`src/rtl/bmw_op_sched_pkg.sv`:
```
// bmw_op_sched_pkg: shared types, heap geometry and defaults for the BMW op sequencer.
package bmw_op_sched_pkg;
    localparam int ORDER = 4;
    localparam int LEVEL = 8;
    localparam int PTW_D = 16;
    localparam int MTW_D = 17;

    typedef struct packed {
        logic [MTW_D-1:0] meta;
        logic [PTW_D-1:0] prio;
    } entry_t;

    typedef enum logic [1:0] {OP_NONE, OP_PUSH, OP_POP} op_e;
    typedef enum logic {SLOT_OPEN, GAP} state_e;

    // Entries held by a full ORDER-ary heap with the given number of levels.
    function automatic int nb_elements(input int levels);
        int n;
        int w;
        n = 0;
        w = 1;
        for (int l = 0; l < levels; l++) begin
            w = w * ORDER;
            n = n + w;
        end
        return n;
    endfunction

    localparam int CAPACITY_D = nb_elements(LEVEL);
endpackage

```
`src/rtl/bmw_op_sched_if.sv`:
```
// bmw_op_sched_if: requester, response and BMW-core signals of the op sequencer.
interface bmw_op_sched_if #(
    parameter int NPUSH = 4,
    parameter int EW    = 33,
    parameter int CNTW  = 17
);
    logic [NPUSH-1:0]    push_valid;
    logic [NPUSH*EW-1:0] push_data;
    logic [NPUSH-1:0]    push_ready;
    logic                pop_valid;
    logic                pop_ready;
    logic                pop_resp_valid;
    logic [EW-1:0]       pop_resp_data;
    logic                bmw_push;
    logic [EW-1:0]       bmw_push_data;
    logic                bmw_pop;
    logic [EW-1:0]       bmw_pop_data;
    logic [CNTW-1:0]     occupancy;
    logic                empty;
    logic                full;

    modport master (
        output push_valid, push_data, pop_valid, bmw_pop_data,
        input  push_ready, pop_ready, pop_resp_valid, pop_resp_data,
        input  bmw_push, bmw_push_data, bmw_pop, occupancy, empty, full
    );

    modport slave (
        input  push_valid, push_data, pop_valid, bmw_pop_data,
        output push_ready, pop_ready, pop_resp_valid, pop_resp_data,
        output bmw_push, bmw_push_data, bmw_pop, occupancy, empty, full
    );
endinterface

```
`src/rtl/bmw_op_sched_rr_arbiter.sv`:
```
// bmw_op_sched_rr_arbiter: one-hot round-robin grant; search starts after the last granted port.
module bmw_op_sched_rr_arbiter #(
    parameter int N = 4
) (
    input  logic         user_clk,
    input  logic         rst_n,
    input  logic [N-1:0] req,
    input  logic         advance,
    output logic [N-1:0] gnt
);
    localparam int IW = N > 1 ? $clog2(N) : 1;

    logic [IW-1:0] ptr;
    logic [IW-1:0] k;
    logic [IW-1:0] sel;
    logic          found;

    always_comb begin
        gnt   = '0;
        found = 1'b0;
        k     = '0;
        sel   = '0;
        for (int i = 0; i < N; i++) begin
            k = IW'((int'(ptr) + i) % N);
            if (!found && req[k]) begin
                gnt[k] = 1'b1;
                sel    = k;
                found  = 1'b1;
            end
        end
    end

    always_ff @(posedge user_clk or negedge rst_n) begin
        if (!rst_n)
            ptr <= '0;
        else if (advance && found)
            ptr <= (sel == IW'(N-1)) ? '0 : sel + 1'b1;
    end
endmodule

```
`src/rtl/bmw_op_sched.sv`:
```
// bmw_op_sched: merges push ports and a pop requester into the BMW op slot, gating on
// occupancy and spacing issues by ISSUE_GAP; returns pop results in issue order.
module bmw_op_sched
    import bmw_op_sched_pkg::*;
#(
    parameter int NPUSH     = 4,
    parameter int PTW       = PTW_D,
    parameter int MTW       = MTW_D,
    parameter int CAPACITY  = CAPACITY_D,
    parameter int ISSUE_GAP = 2,
    parameter int POP_LAT   = 1
) (
    input logic          user_clk,
    input logic          rst_n,
    bmw_op_sched_if.slave bus
);
    localparam int EW   = MTW + PTW;
    localparam int CNTW = $clog2(CAPACITY + 1);
    localparam int GW   = ISSUE_GAP > 2 ? $clog2(ISSUE_GAP - 1) : 1;
    localparam logic [GW-1:0] GAP_LOAD = GW'(ISSUE_GAP > 1 ? ISSUE_GAP - 2 : 0);

    state_e           state;
    state_e           state_n;
    logic [GW-1:0]    gap_cnt;
    logic [NPUSH-1:0] gnt;
    logic             push_elig;
    logic             pop_elig;
    logic             push_hs;
    logic             pop_hs;
    logic [EW-1:0]    sel_data;
    op_e              last_op;
    logic [POP_LAT-1:0] tag;

    bmw_op_sched_rr_arbiter #(.N(NPUSH)) u_arb (
        .user_clk (user_clk),
        .rst_n    (rst_n),
        .req      (bus.push_valid),
        .advance  (push_hs),
        .gnt      (gnt)
    );

    always_ff @(posedge user_clk or negedge rst_n) begin
        if (!rst_n) begin
            state   <= SLOT_OPEN;
            gap_cnt <= '0;
        end else begin
            state   <= state_n;
            gap_cnt <= (state == SLOT_OPEN) ? GAP_LOAD : gap_cnt - 1'b1;
        end
    end

    always_comb begin
        state_n = (state == SLOT_OPEN)
                ? (((push_hs || pop_hs) && ISSUE_GAP > 1) ? GAP : SLOT_OPEN)
                : ((gap_cnt == '0) ? SLOT_OPEN : GAP);
    end

    // On contention the kind not granted last wins; OP_NONE after reset lets push go first.
    always_comb begin
        push_elig      = |bus.push_valid && !bus.full;
        pop_elig       = bus.pop_valid && !bus.empty;
        push_hs        = state == SLOT_OPEN && push_elig && (!pop_elig || last_op != OP_PUSH);
        pop_hs         = state == SLOT_OPEN && pop_elig && !push_hs;
        bus.push_ready = push_hs ? gnt : '0;
        bus.pop_ready  = pop_hs;
        sel_data       = '0;
        for (int k = 0; k < NPUSH; k++)
            sel_data = sel_data | (gnt[k] ? bus.push_data[k*EW +: EW] : '0);
    end

    always_ff @(posedge user_clk or negedge rst_n) begin
        if (!rst_n) begin
            bus.bmw_push      <= 1'b0;
            bus.bmw_pop       <= 1'b0;
            bus.bmw_push_data <= '0;
            bus.occupancy     <= '0;
            last_op           <= OP_NONE;
        end else begin
            bus.bmw_push <= push_hs;
            bus.bmw_pop  <= pop_hs;
            if (push_hs)
                bus.bmw_push_data <= sel_data;
            bus.occupancy <= push_hs ? bus.occupancy + 1'b1
                           : pop_hs  ? bus.occupancy - 1'b1 : bus.occupancy;
            last_op <= push_hs ? OP_PUSH : pop_hs ? OP_POP : last_op;
        end
    end

    assign bus.empty = bus.occupancy == '0;
    assign bus.full  = bus.occupancy == CNTW'(CAPACITY);

    // The tag reaches the top bit in the cycle the core presents pop data.
    always_ff @(posedge user_clk or negedge rst_n) begin
        if (!rst_n) begin
            tag                <= '0;
            bus.pop_resp_valid <= 1'b0;
            bus.pop_resp_data  <= '0;
        end else begin
            tag                <= POP_LAT'({tag, bus.bmw_pop});
            bus.pop_resp_valid <= tag[POP_LAT-1];
            if (tag[POP_LAT-1])
                bus.pop_resp_data <= bus.bmw_pop_data;
        end
    end
endmodule

```
`src/flat_wrapper.sv`:
```
// flat-port wrapper written by rule: the top's interface ports become plain ports
module bmw_op_sched_flat import bmw_op_sched_pkg::*;
#(
    parameter int NPUSH     = 4,
    parameter int PTW       = PTW_D,
    parameter int MTW       = MTW_D,
    parameter int CAPACITY  = CAPACITY_D,
    parameter int ISSUE_GAP = 2,
    parameter int POP_LAT   = 1
)
  (user_clk, rst_n, bus_push_valid, bus_push_data, bus_pop_valid, bus_bmw_pop_data, bus_push_ready, bus_pop_ready, bus_pop_resp_valid, bus_pop_resp_data, bus_bmw_push, bus_bmw_push_data, bus_bmw_pop, bus_occupancy, bus_empty, bus_full);
  bmw_op_sched_if #(.NPUSH(NPUSH), .EW((MTW_D + PTW_D)), .CNTW(17)) bus_i ();
  input logic user_clk;
  input logic rst_n;
  input wire logic [$bits(bus_i.push_valid)-1:0] bus_push_valid;
  input wire logic [$bits(bus_i.push_data)-1:0] bus_push_data;
  input wire logic [$bits(bus_i.pop_valid)-1:0] bus_pop_valid;
  input wire logic [$bits(bus_i.bmw_pop_data)-1:0] bus_bmw_pop_data;
  output wire logic [$bits(bus_i.push_ready)-1:0] bus_push_ready;
  output wire logic [$bits(bus_i.pop_ready)-1:0] bus_pop_ready;
  output wire logic [$bits(bus_i.pop_resp_valid)-1:0] bus_pop_resp_valid;
  output wire logic [$bits(bus_i.pop_resp_data)-1:0] bus_pop_resp_data;
  output wire logic [$bits(bus_i.bmw_push)-1:0] bus_bmw_push;
  output wire logic [$bits(bus_i.bmw_push_data)-1:0] bus_bmw_push_data;
  output wire logic [$bits(bus_i.bmw_pop)-1:0] bus_bmw_pop;
  output wire logic [$bits(bus_i.occupancy)-1:0] bus_occupancy;
  output wire logic [$bits(bus_i.empty)-1:0] bus_empty;
  output wire logic [$bits(bus_i.full)-1:0] bus_full;
  assign bus_i.push_valid = bus_push_valid;
  assign bus_i.push_data = bus_push_data;
  assign bus_i.pop_valid = bus_pop_valid;
  assign bus_i.bmw_pop_data = bus_bmw_pop_data;
  assign bus_push_ready = bus_i.push_ready;
  assign bus_pop_ready = bus_i.pop_ready;
  assign bus_pop_resp_valid = bus_i.pop_resp_valid;
  assign bus_pop_resp_data = bus_i.pop_resp_data;
  assign bus_bmw_push = bus_i.bmw_push;
  assign bus_bmw_push_data = bus_i.bmw_push_data;
  assign bus_bmw_pop = bus_i.bmw_pop;
  assign bus_occupancy = bus_i.occupancy;
  assign bus_empty = bus_i.empty;
  assign bus_full = bus_i.full;
  bmw_op_sched #(.NPUSH(NPUSH), .PTW(PTW), .MTW(MTW), .CAPACITY(CAPACITY), .ISSUE_GAP(ISSUE_GAP), .POP_LAT(POP_LAT)) u_core (.user_clk(user_clk), .rst_n(rst_n), .bus(bus_i));
endmodule
```
`config.mk`:
```
export PLATFORM = sky130hd
export DESIGN_NAME = bmw_op_sched_flat
export DESIGN_NICKNAME = d
export VERILOG_FILES = /design/src/rtl/bmw_op_sched_pkg.sv /design/src/rtl/bmw_op_sched_if.sv /design/src/rtl/bmw_op_sched_rr_arbiter.sv /design/src/rtl/bmw_op_sched.sv /design/src/flat_wrapper.sv
export SDC_FILE = /design/constraint.sdc
export NUM_CORES = 1
export LEC_CHECK = 0
export CELL_PAD_IN_SITES_DETAIL_PLACEMENT = 1
export CELL_PAD_IN_SITES_GLOBAL_PLACEMENT = 1
export CORE_MARGIN = 3
export CORE_UTILIZATION = 28
export CTS_BUF_LIST = sky130_fd_sc_hd__clkbuf_16
export CTS_CLUSTER_DIAMETER = 40
export DETAILED_ROUTE_END_ITERATION = 10
export GPL_TIMING_DRIVEN = 0
export HOLD_SLACK_MARGIN = 0.05
export PLACE_DENSITY_LB_ADDON = 0.2
export SKIP_LAST_GASP = 1
export SYNTH_ARGS = -nofsm -noshare
export SYNTH_HDL_FRONTEND = slang
export SYNTH_SLANG_ARGS = --single-unit
```
`constraint.sdc`:
```
create_clock -name user_clk -period 4.1 [get_ports user_clk]
set_clock_uncertainty 0.2 [all_clocks]
set_input_delay 0.615 -clock user_clk [delete_from_list [all_inputs] [get_ports user_clk]]
set_output_delay 0.615 -clock user_clk [all_outputs]
set_load 0.01 [all_outputs]
```
==> summary.txt, run 1 <==
GRT Overall Usage = 20.8%
Total grt overflow = 0
Asr flop ratio synth = 100%
#FFs+latches synth = 93
Kind of critical path = input pin to flip-flop
Core ar. = 19100 um2
Synth warn = 0
CP Data Required Time = 4180 ps
Final setup violating endpoints = 0
Largest net degree at the start of global routing = 54
TritonCTS Buffers = 9
Final core utilization = 47.8%
Wirelength, routed = 23.4 mm
Critical Path Max Stage Delay = 570 ps
CP max-delay cell = clkdlybuf4s50_1
Detailed-route DRC error count = 0
Fin. Hold Viols = 0
Starting Density = 29.1%
CP arrival = 4160 ps
Sequential area share after synthesis = 41.7%
Register Area = 2330 um2
Area of the multi-input gates = 3120 um2
Max-slew violations = 0
DRT antenna net count = 0
I/O Pins = 265
Die Span X = 147 um
Cell area after layout = 9150 um2
Cells after synthesis = 543
Clk buf depth = 2
Mapped Nets = 737
Die area = 21700 um2
Fmax = 245 MHz
Vias in the first global route = 6100
Post-synth EDFFs = 0
Leak = 3.62 nW
MaxCap Viol Count = 0
DR vias = 5717
Combinational power share = 70.0%
Total negative slack = 0 ps
PortBufs = 264
Cell Int Power = 4.77 mW
Sequential share of power = 20.2%
Cell taking the most area after synthesis = dfrtp_1
Wire per inst = 21.3 um
Final Critical Period = 4080 ps
Critical Path End Type = flip-flop
Final net count = 1028
FP Rows = 50
CP top delay family = compound AO/OA/AOI/OAI gates
CP Buf/Inv Count = 3
Worst Hold Class = input pin to asynchronous set/reset pin
Die height = 147 um
Max_slew headroom = 56.8%
Min Hold Slack = 71.6 ps
Critical path launch point type = input pin
1st-iter DRT viols = 284
Worst VDD drop = 338 uV
Psw = 3.78 mW
Synth unique cells = 61
First-pass GRT wire length = 35.5 mm
CTS tree = done
Clock share of power = 9.8%
Synth area leaders = dfrtp_1 42%, mux2_2 7.3%, a21oi_1 5.8%, a221oi_2 5.1%, ha_1 4.7%
Hpwl dp = 17.8 mm
GPL Wtd Cong = 0.859
Mean post-synth cell area = 10.3 um2
Root buffer cell = clkbuf_16
Area post-placement = 8600 um2
Period utilization = 99.6%
Post-Syn Area = 5580 um2
DRT Pass-1 Iters = 4
Layout cells sized above 1 = 15.9%
Via density = 5.20
Worst-Margin Slew = 648 ps
Switching share of power = 44.2%
Pwr Density = 934 nW/um2
Area grow syn2layout = 64.0%
Dominant synthesized flop cell = dfrtp_1
Cts hold-fix bufs = 0
Area share of the largest cell type after synthesis = 41.7%
Clk sinks = 93
CP Max Fanout = 20
Initial antenna violation count = 1
Cells along the critical path = clkdlybuf4s50_1 -> or4_1 -> o311a_1 -> nand2_1 -> buf_8 -> buf_16 -> ha_1 -> a21oi_1 -> o21ai_1 -> a2111o_1 -> o221ai_1 -> mux2i_1 -> xnor2_1
RSZ-0062 raised after global routing = yes
Clk Latency, worst-skew pair = 350 ps
Run status = finished, final reports clean
Depth of the CTS H-tree = 3
Clock slew at reported path FFs = 70 ps
Fill count = 2137
==> area by class of cell <==
cell class | count | area share [%]
plain buffers | 32 | 2.53
diodes | 1 | 0.0274
well taps | 260 | 3.56
flip-flops and latches | 93 | 25.5
inverters | 7 | 0.287
clock inverters | 7 | 0.725
clock buffers | 9 | 2.46
repair buffers | 282 | 30.8
multi-input cells | 409 | 34.1
==> cell usage in the layout (no fill, tap or decap), drive strengths merged, types with 3 or more instances in the layout <==
cell type and count:
nor2b 9, a21oi 67, and2 6, clkdlybuf4s50 256
nand4 3, a22oi 3, mux4 5, or2 4
xnor2 10, nand3 3, o21ai 24, o21bai 3
a31oi 10, dfrtp 93, dlygate4sd2 3, clkbuf 24
xor2 4, and3 4, ha 21, nor4 3
dlymetal6s2s 4, o21a 25, o211ai 5, mux2i 3
buf 36, nand3b 4, nor2 48, inv 11
mux2 36, nand2 32, a221oi 34, a32oi 7
a21o 6, nor3 5
==> power groups by stage <==
stage / logic (mW) / registers, mW / clock network (mW)
final: 5.98 / 1.73 / 0.841
after global routing: 6.51 / 1.79 / 0.913
after CTS: 5.83 / 1.73 / 0.875
after detailed placement: 5.52 / 1.77 / 0
after global placement: 5.30 / 1.73 / 0
after floorplan: 3.21 / 1.89 / 0
==> repair_timing <==
action	in CTS	in global routing
pin swaps	4	1
cloned	1	0
gates resized for setup	28	16
buffers inserted	9	7
setup endpoints to repair	16	11
==> worst register-to-register path, delay by kind of cell, from the launching register on <==
| family | cells | cell delay [ps] |
|---|---|---|
| AO/OA/AOI/OAI | 5 | 1420 |
| AND/OR/NAND/NOR | 3 | 760 |
| flip-flops | 1 | 420 |
| buffers and inverters | 2 | 410 |
| adder cells (fa/ha/maj) | 1 | 330 |
| multiplexers | 1 | 270 |
| XOR/XNOR | 1 | 140 |
==> final timing paths <==
kind                                                          start                                       end  slack [ps]  cells past startpoint
worst max-delay path                              bus_push_valid[3]      u_core.bus.occupancy[16]$_DFFE_PN0P_          20                     13
worst min-delay path                                          rst_n  u_core.bus.pop_resp_data[13]$_DFFE_PN0P_          70                      1
worst max register to register  u_core.bus.occupancy[9]$_DFFE_PN0P_      u_core.bus.occupancy[16]$_DFFE_PN0P_          70                     13
worst min register to register                 u_core.tag$_DFF_PN0_       u_core.bus.pop_resp_valid$_DFF_PN0_         180                      0
max in group asynchronous                                     rst_n       u_core.bus.occupancy[1]$_DFFE_PN0P_        2940                      2
min in group user_clk                          u_core.tag$_DFF_PN0_       u_core.bus.pop_resp_valid$_DFF_PN0_         180                      0
==> per-stage QoR <==
stage                     cells  setup WS (ps)  total power, mW
final                      1100           18.3             8.55
after global routing       1099           -182             9.22
after CTS                  1093           -213             8.43
after detailed placement   1069          -1110             7.28
after global placement     1067          -1540             7.03
after floorplan             543           26.0             5.10
==> cell usage after synthesis (all sizes together), types with 7 or more instances <==
cell    instances
a21oi          67
a221oi         34
a31oi          10
a32oi           7
buf            19
clkbuf         16
dfrtp          93
ha             21
inv             7
mux2           36
nand2          32
nor2           48
nor2b           9
o21a           25
o21ai          24
xnor2          10
==> sequential cells by signal, indices dropped and copies added (netlist names), named ones only <==
name / flops
u_core.bus.occupancy: 17
u_core.bus.bmw_push_data: 33
u_core.bus.pop_resp_data: 33
u_core.tag: 1
u_core.bus.bmw_push: 1
u_core.gap_cnt: 1
u_core.bus.pop_resp_valid: 1
u_core.state: 1
u_core.last_op: 2
u_core.u_arb.ptr: 1
u_core.bus.bmw_pop: 1
==> cell families after synthesis <==
logic type                 share of synthesized area (%)
and+or+nand+nor                                     10.9
xor gates and xnor gates                            2.20
buffers and inverters                               4.04
DFF                                                 41.7
muxes                                               9.42
AOI/OAI and AO/OA                                   26.6
adders and majority gates                           5.07
==> metal layers <==
metal	part of all wire, %	track usage [%]	wire length [um]
met1	41	25.3	9650
met2	49	35.8	11600
met3	6.0	4.57	1400
met4	3.3	8.25	776
met5	0	0	0
No activity file was read; power rests on OpenSTA's default activity.
==> run 2: changes to the inputs <==
--- a/config.mk
+++ b/config.mk
@@ -10,9 +10,8 @@
 export CORE_MARGIN = 3
 export CORE_UTILIZATION = 28
 export CTS_BUF_LIST = sky130_fd_sc_hd__clkbuf_16
-export CTS_CLUSTER_DIAMETER = 40
+export CTS_CLUSTER_DIAMETER = 50
 export DETAILED_ROUTE_END_ITERATION = 10
-export GPL_TIMING_DRIVEN = 0
 export HOLD_SLACK_MARGIN = 0.05
 export PLACE_DENSITY_LB_ADDON = 0.2
 export SKIP_LAST_GASP = 1
==> summary.txt, run 2 (synthesis results as in run 1) <==
Initial antenna violation count = 0
Largest regs = u_core.bus.bmw_push_data: 33 flops, u_core.bus.pop_resp_data: 33 flops, u_core.bus.occupancy: 17 flops
Most common cell after layout, fill and taps aside = clkdlybuf4s50_1
CP arrival = 3160 ps
Final worst setup slack = 124 ps
First-pass GRT wire length = 34.3 mm
Clock slew at reported path FFs = 80 ps
DR vias = 5527
R2R Setup Slk = 320 ps
Pwr Density = 912 nW/um2
Sequential share of power = 21.0%
Worst VDD drop = 338 uV
Via density = 5.13
Clk sinks = 93
DRT antenna net count = 0
I/O Pins = 265
Area grow syn2layout = 59.6%
Clk Latency, worst-skew pair = 350 ps
Final setup violating endpoints = 0
Reg2Reg Depth = 12
Worst-Margin Slew = 844 ps
Register Area = 2330 um2
Leak = 3.48 nW
Die area = 21700 um2
Clk buf depth = 2
Critical Path End Type = output pin
Die Span X = 147 um
Starting Density = 29.1%
Max_slew headroom = 43.7%
Final Critical Period = 3980 ps
MaxCap Viol Count = 0
Most frequent cells in the layout = 262 x clkdlybuf4s50_1, 93 x dfrtp_1, 65 x a21oi_1
Critical path launch point type = input pin
Fmax = 252 MHz
GRT Overall Usage = 20.0%
Total grt overflow = 0
Worst Hold Class = input pin to asynchronous set/reset pin
Hpwl dp = 17.4 mm
Period utilization = 97.0%
CP Max Fanout = 9
R2r startpoint = u_core.bus.occupancy[9]$_DFFE_PN0P_
Setup WS pre-CTS = -52.3 ps
Final net count = 1007
1st-iter DRT viols = 229
Run status = finished, final reports clean
FP Rows = 50
Fill count = 2162
GPL Wtd Cong = 0.908
Detailed-route DRC error count = 0
PortBufs = 264
Vias in the first global route = 6041
Fin. Hold Viols = 0
DRT Pass-1 Iters = 4
TritonCTS Buffers = 9
RSZ-0062 raised after global routing = no
Die height = 147 um
Area of the multi-input gates = 3060 um2
Cts hold-fix bufs = 0
CTS tree = done
Clock share of power = 10.6%
Wirelength, routed = 22.3 mm
Root buffer cell = clkbuf_16
Final core utilization = 46.5%
Layout cells sized above 1 = 14.4%
Psw = 3.60 mW
Combinational power share = 68.4%
CP Data Required Time = 3280 ps
Largest net degree at the start of global routing = 63
Reg2reg end = u_core.bus.occupancy[16]$_DFFE_PN0P_
Core ar. = 19100 um2
Wire per inst = 20.7 um
Cell Int Power = 4.52 mW
Antenna diodes = 0
Switching share of power = 44.4%
Kind of critical path = input pin to output pin
Depth of the CTS H-tree = 3
Max-slew violations = 0
## run 2: worst max-delay path, cell delays in order
cell and delay (ps):
clkdlybuf4s50_1 540, mux4_2 620, buf_4 190, a21oi_1 180, a21oi_2 80, or2_1 220
and2_1 170, clkdlybuf4s50_1 540
## run 2: routing by layer
metal  GRT usage [%]  up-vias  share of wire [%]
met2            34.9      191                 50
met5               0        -                  0
met1            24.0     2695                 41
met3            4.94       43                5.9
li1                -     2598                  -
met4            7.32        0                3.4
## run 2: worst max-delay path by stage
stage	cells after the start	from	end
6_report	8	bus_push_valid[2]	bus_push_ready[2]
5_1_grt	8	bus_push_valid[2]	bus_push_ready[2]
3_3_place_gp	12	bus_push_valid[0]	u_core.bus.occupancy[16]$_DFFE_PN0P_
4_1_cts	8	u_core.u_arb.ptr[1]$_DFFE_PN0P_	bus_push_ready[1]
3_5_place_dp	12	bus_push_valid[2]	u_core.bus.occupancy[13]$_DFFE_PN0P_
2_1_floorplan	12	bus_push_valid[0]	u_core.bus.occupancy[13]$_DFFE_PN0P_
## run 2: what timing repair did
item                                    4_1_cts  5_1_grt
endpoints found under the hold margin         0        0
endpoints found under the setup margin        1        7
setup buffers                                 0        2
gates cloned                                  0        0
resized for setup                             1        4
pin swaps                                     0        0
## run 2: area by class of cell
class	instances	area share [%]
clock inverter	7	0.899
timing repair buffer	294	32.2
tap	260	3.65
multi-input combinational	408	34.3
clock buffer	9	2.53
sequential	93	26.1
inverter	7	0.295
## run 2: power groups by stage
| stage | sequential, mW | combinational, mW | clock (mW) |
|---|---|---|---|
| after CTS | 1.72 | 5.56 | 0.894 |
| after floorplan | 1.89 | 3.21 | 0 |
| after global placement | 1.70 | 5.35 | 0 |
| after detailed placement | 1.73 | 5.54 | 0 |
| after global routing | 1.78 | 6.08 | 0.933 |
| final | 1.71 | 5.55 | 0.862 |
## run 2: stage by stage
| step | total power [mW] | hold WS [ps] | cells | setup TNS (ps) | area [um2] |
|---|---|---|---|---|---|
| after floorplan | 5.10 | 119 | 543 | 0 | 5580 |
| after global placement | 7.05 | 168 | 1060 | -2.91 | 8570 |
| after detailed placement | 7.27 | 186 | 1060 | -105 | 8570 |
| after CTS | 8.17 | 196 | 1076 | 0 | 8870 |
| after global routing | 8.79 | 208 | 1078 | 0 | 8900 |
| final | 8.12 | 147 | 1078 | 0 | 8900 |
==> RTL edit (config.mk and constraints of run 1) <==
`ISSUE_GAP` is set to 2 in 2 places; all go to 1.
--- a/src/rtl/bmw_op_sched.sv
+++ b/src/rtl/bmw_op_sched.sv
@@ -8,5 +8,5 @@
     parameter int MTW       = MTW_D,
     parameter int CAPACITY  = CAPACITY_D,
-    parameter int ISSUE_GAP = 2,
+    parameter int ISSUE_GAP = 1,
     parameter int POP_LAT   = 1
 ) (
--- a/src/flat_wrapper.sv
+++ b/src/flat_wrapper.sv
@@ -6,5 +6,5 @@
     parameter int MTW       = MTW_D,
     parameter int CAPACITY  = CAPACITY_D,
-    parameter int ISSUE_GAP = 2,
+    parameter int ISSUE_GAP = 1,
     parameter int POP_LAT   = 1
 )
Behaviour: not the same (Yosys sat finds a counterexample within 4 cycles, from zero or initial values and one cycle with rst_n low).
==> RTL edit against run 1 <==
Final area down 0.85%; sequential share of layout area up 0.22 points; setup slack better by 74 ps; hold slack worse by 15 ps; synthesized area rose by 0.31%; power shrank 22%; critical path type unchanged; largest power group unchanged; sequential cell count unchanged; wire length down 0.58%.
==> RTL edit: results (changes against run 1) <==
Yosys
  – Synth cell count leaders: 93 x dfrtp_1, 63 x nand2_1, 50 x nor2_1
  – Avg Cell Area, Syn: 10.6 um^2 (+3.2%)
  – Syn nets: 722 (-2.0%)

Cells and area
  – # fillers: 2,160 (+1.1%)
  – # nets final: 1,005 (-2.2%)
  – Layout cell share with drive strength beyond 1: 17.8% (+1.9 points)

Run status
  – Status: complete, no violations

STA
  – Max-slew headroom: 60.3% (+3.5 points)

Power and ir drop
  – LEAKAGE: 0.00364 uW (+0.61%)
  – P per Cell Area: 732 nW/um^2 (-22%)
  – Sw Pwr: 2840 uW (-25%)

Routing
  – Pre-antenna DRT Iters: 5 (+1)
  – Post-DR wirelength/cell: 21.5 um (+1.1%)
  – Via count: 5,469 (-4.3%)

Global routing
  – First-pass GRT wire length: 35,700 um (+0.31%)
  – Vias in the first global route: 5,943 (-2.6%)
  – Initial antenna violation count: 2 (+1)
  – GRT Util Overall: 21.0% (+0.22 points)

Setup path
  – Reg2reg setup slack: 130 ps (+60 ps)
  – Crit path arrival time: 4030 ps (-130 ps)
  – Max incr delay on CP: 590 ps (+20 ps)
  – Crit-path max FO: 7 (-65%)

Place
  – Routability cong.: 0.865 (+0.75%)
  – PortBufs: 262 (-0.76%)
  – HPWL after DPL: 17,800 um (-0.26%)
  – Post-Place Cell Area: 8580 um^2 (-0.26%)
[RTL edit: metrics by stage]
stage	hold slack (ps)	setup slack, ps	setup TNS, ps
after floorplan	119	221	0
after global placement	174	-1660	-160870
after detailed placement	182	-1070	-8170
after CTS	70.7	-0.627	-0.627
after global routing	97.4	-50.8	-95.1
final	56.4	92.2	0
[RTL edit: power groups by stage]
stage	combinational (uW)	sequential, uW	clock (uW)
3_3_place_gp	3890	1610	0
6_report	4160	1590	891
4_1_cts	4120	1590	910
2_1_floorplan	2230	1720	0
5_1_grt	4520	1650	959
3_5_place_dp	4010	1630	0
[RTL edit: path summary, 6_finish.rpt]
kind / start / end / depth (start not counted)
min in group user_clk: u_core.bus.bmw_pop / u_core.tag / 0
max in group asynchronous: rst_n / u_core.bus.pop_resp_data[15] / 2
worst min-delay path: rst_n / u_core.bus.bmw_push_data[15] / 1
worst min register to register: u_core.bus.bmw_pop / u_core.tag / 0
worst max register to register: u_core.bus.occupancy[3] / u_core.bus.occupancy[14] / 14
worst max-delay path: bus_push_valid[1] / u_core.bus.occupancy[14] / 14
[RTL edit: cell families (layout without fill, tap and decap cells)]
logic type,count (synthesis),after routing,share of synthesized area [%]
AOI/OAI and AO/OA,164,164,23.9
xor gates and xnor gates,16,16,2.50
adders and majority gates,22,22,5.05
buffers and inverters,44,332,5.50
DFF,93,93,41.6
muxes,43,43,9.86
other,0,1,0
and+or+nand+nor,146,146,11.6
[RTL edit: area by class of cell]
cell class,instances,share of cell area [%]
clock inverters,7,0.979
flip-flops and latches,93,25.7
inverters,8,0.331
diodes,1,0.0276
well taps,265,3.66
repair buffers,273,30.0
clock buffers,9,2.48
multi-input cells,391,33.7
plain buffers,35,3.16
[RTL edit: timing repair]
action / 4_1_cts / 5_1_grt
resized for setup: 13 / 15
cloned: 1 / 0
setup endpoints to repair: 13 / 9
pin swaps: 0 / 3
setup buffers: 6 / 3
[RTL edit: worst reg2reg max path, stage by stage, from the launching register on]
cell	delay [ps]
dfrtp_1	450
nor4_1	300
nand3_1	190
nor2_4	200
o311ai_4	170
clkbuf_8	210
buf_4	170
fa_1	400
a21o_1	220
a311oi_2	370
nor3_2	110
or3_1	360
a31oi_1	230
xor2_1	160
o21ai_0	90
[RTL edit: metal layers]
layer  up-vias  track usage [%]  wire, um
li1       2558                -         -
met1      2700             26.4      9810
met2       179             36.3     11600
met3        30             4.51      1340
met4         2             6.48       511
met5         -                0        13
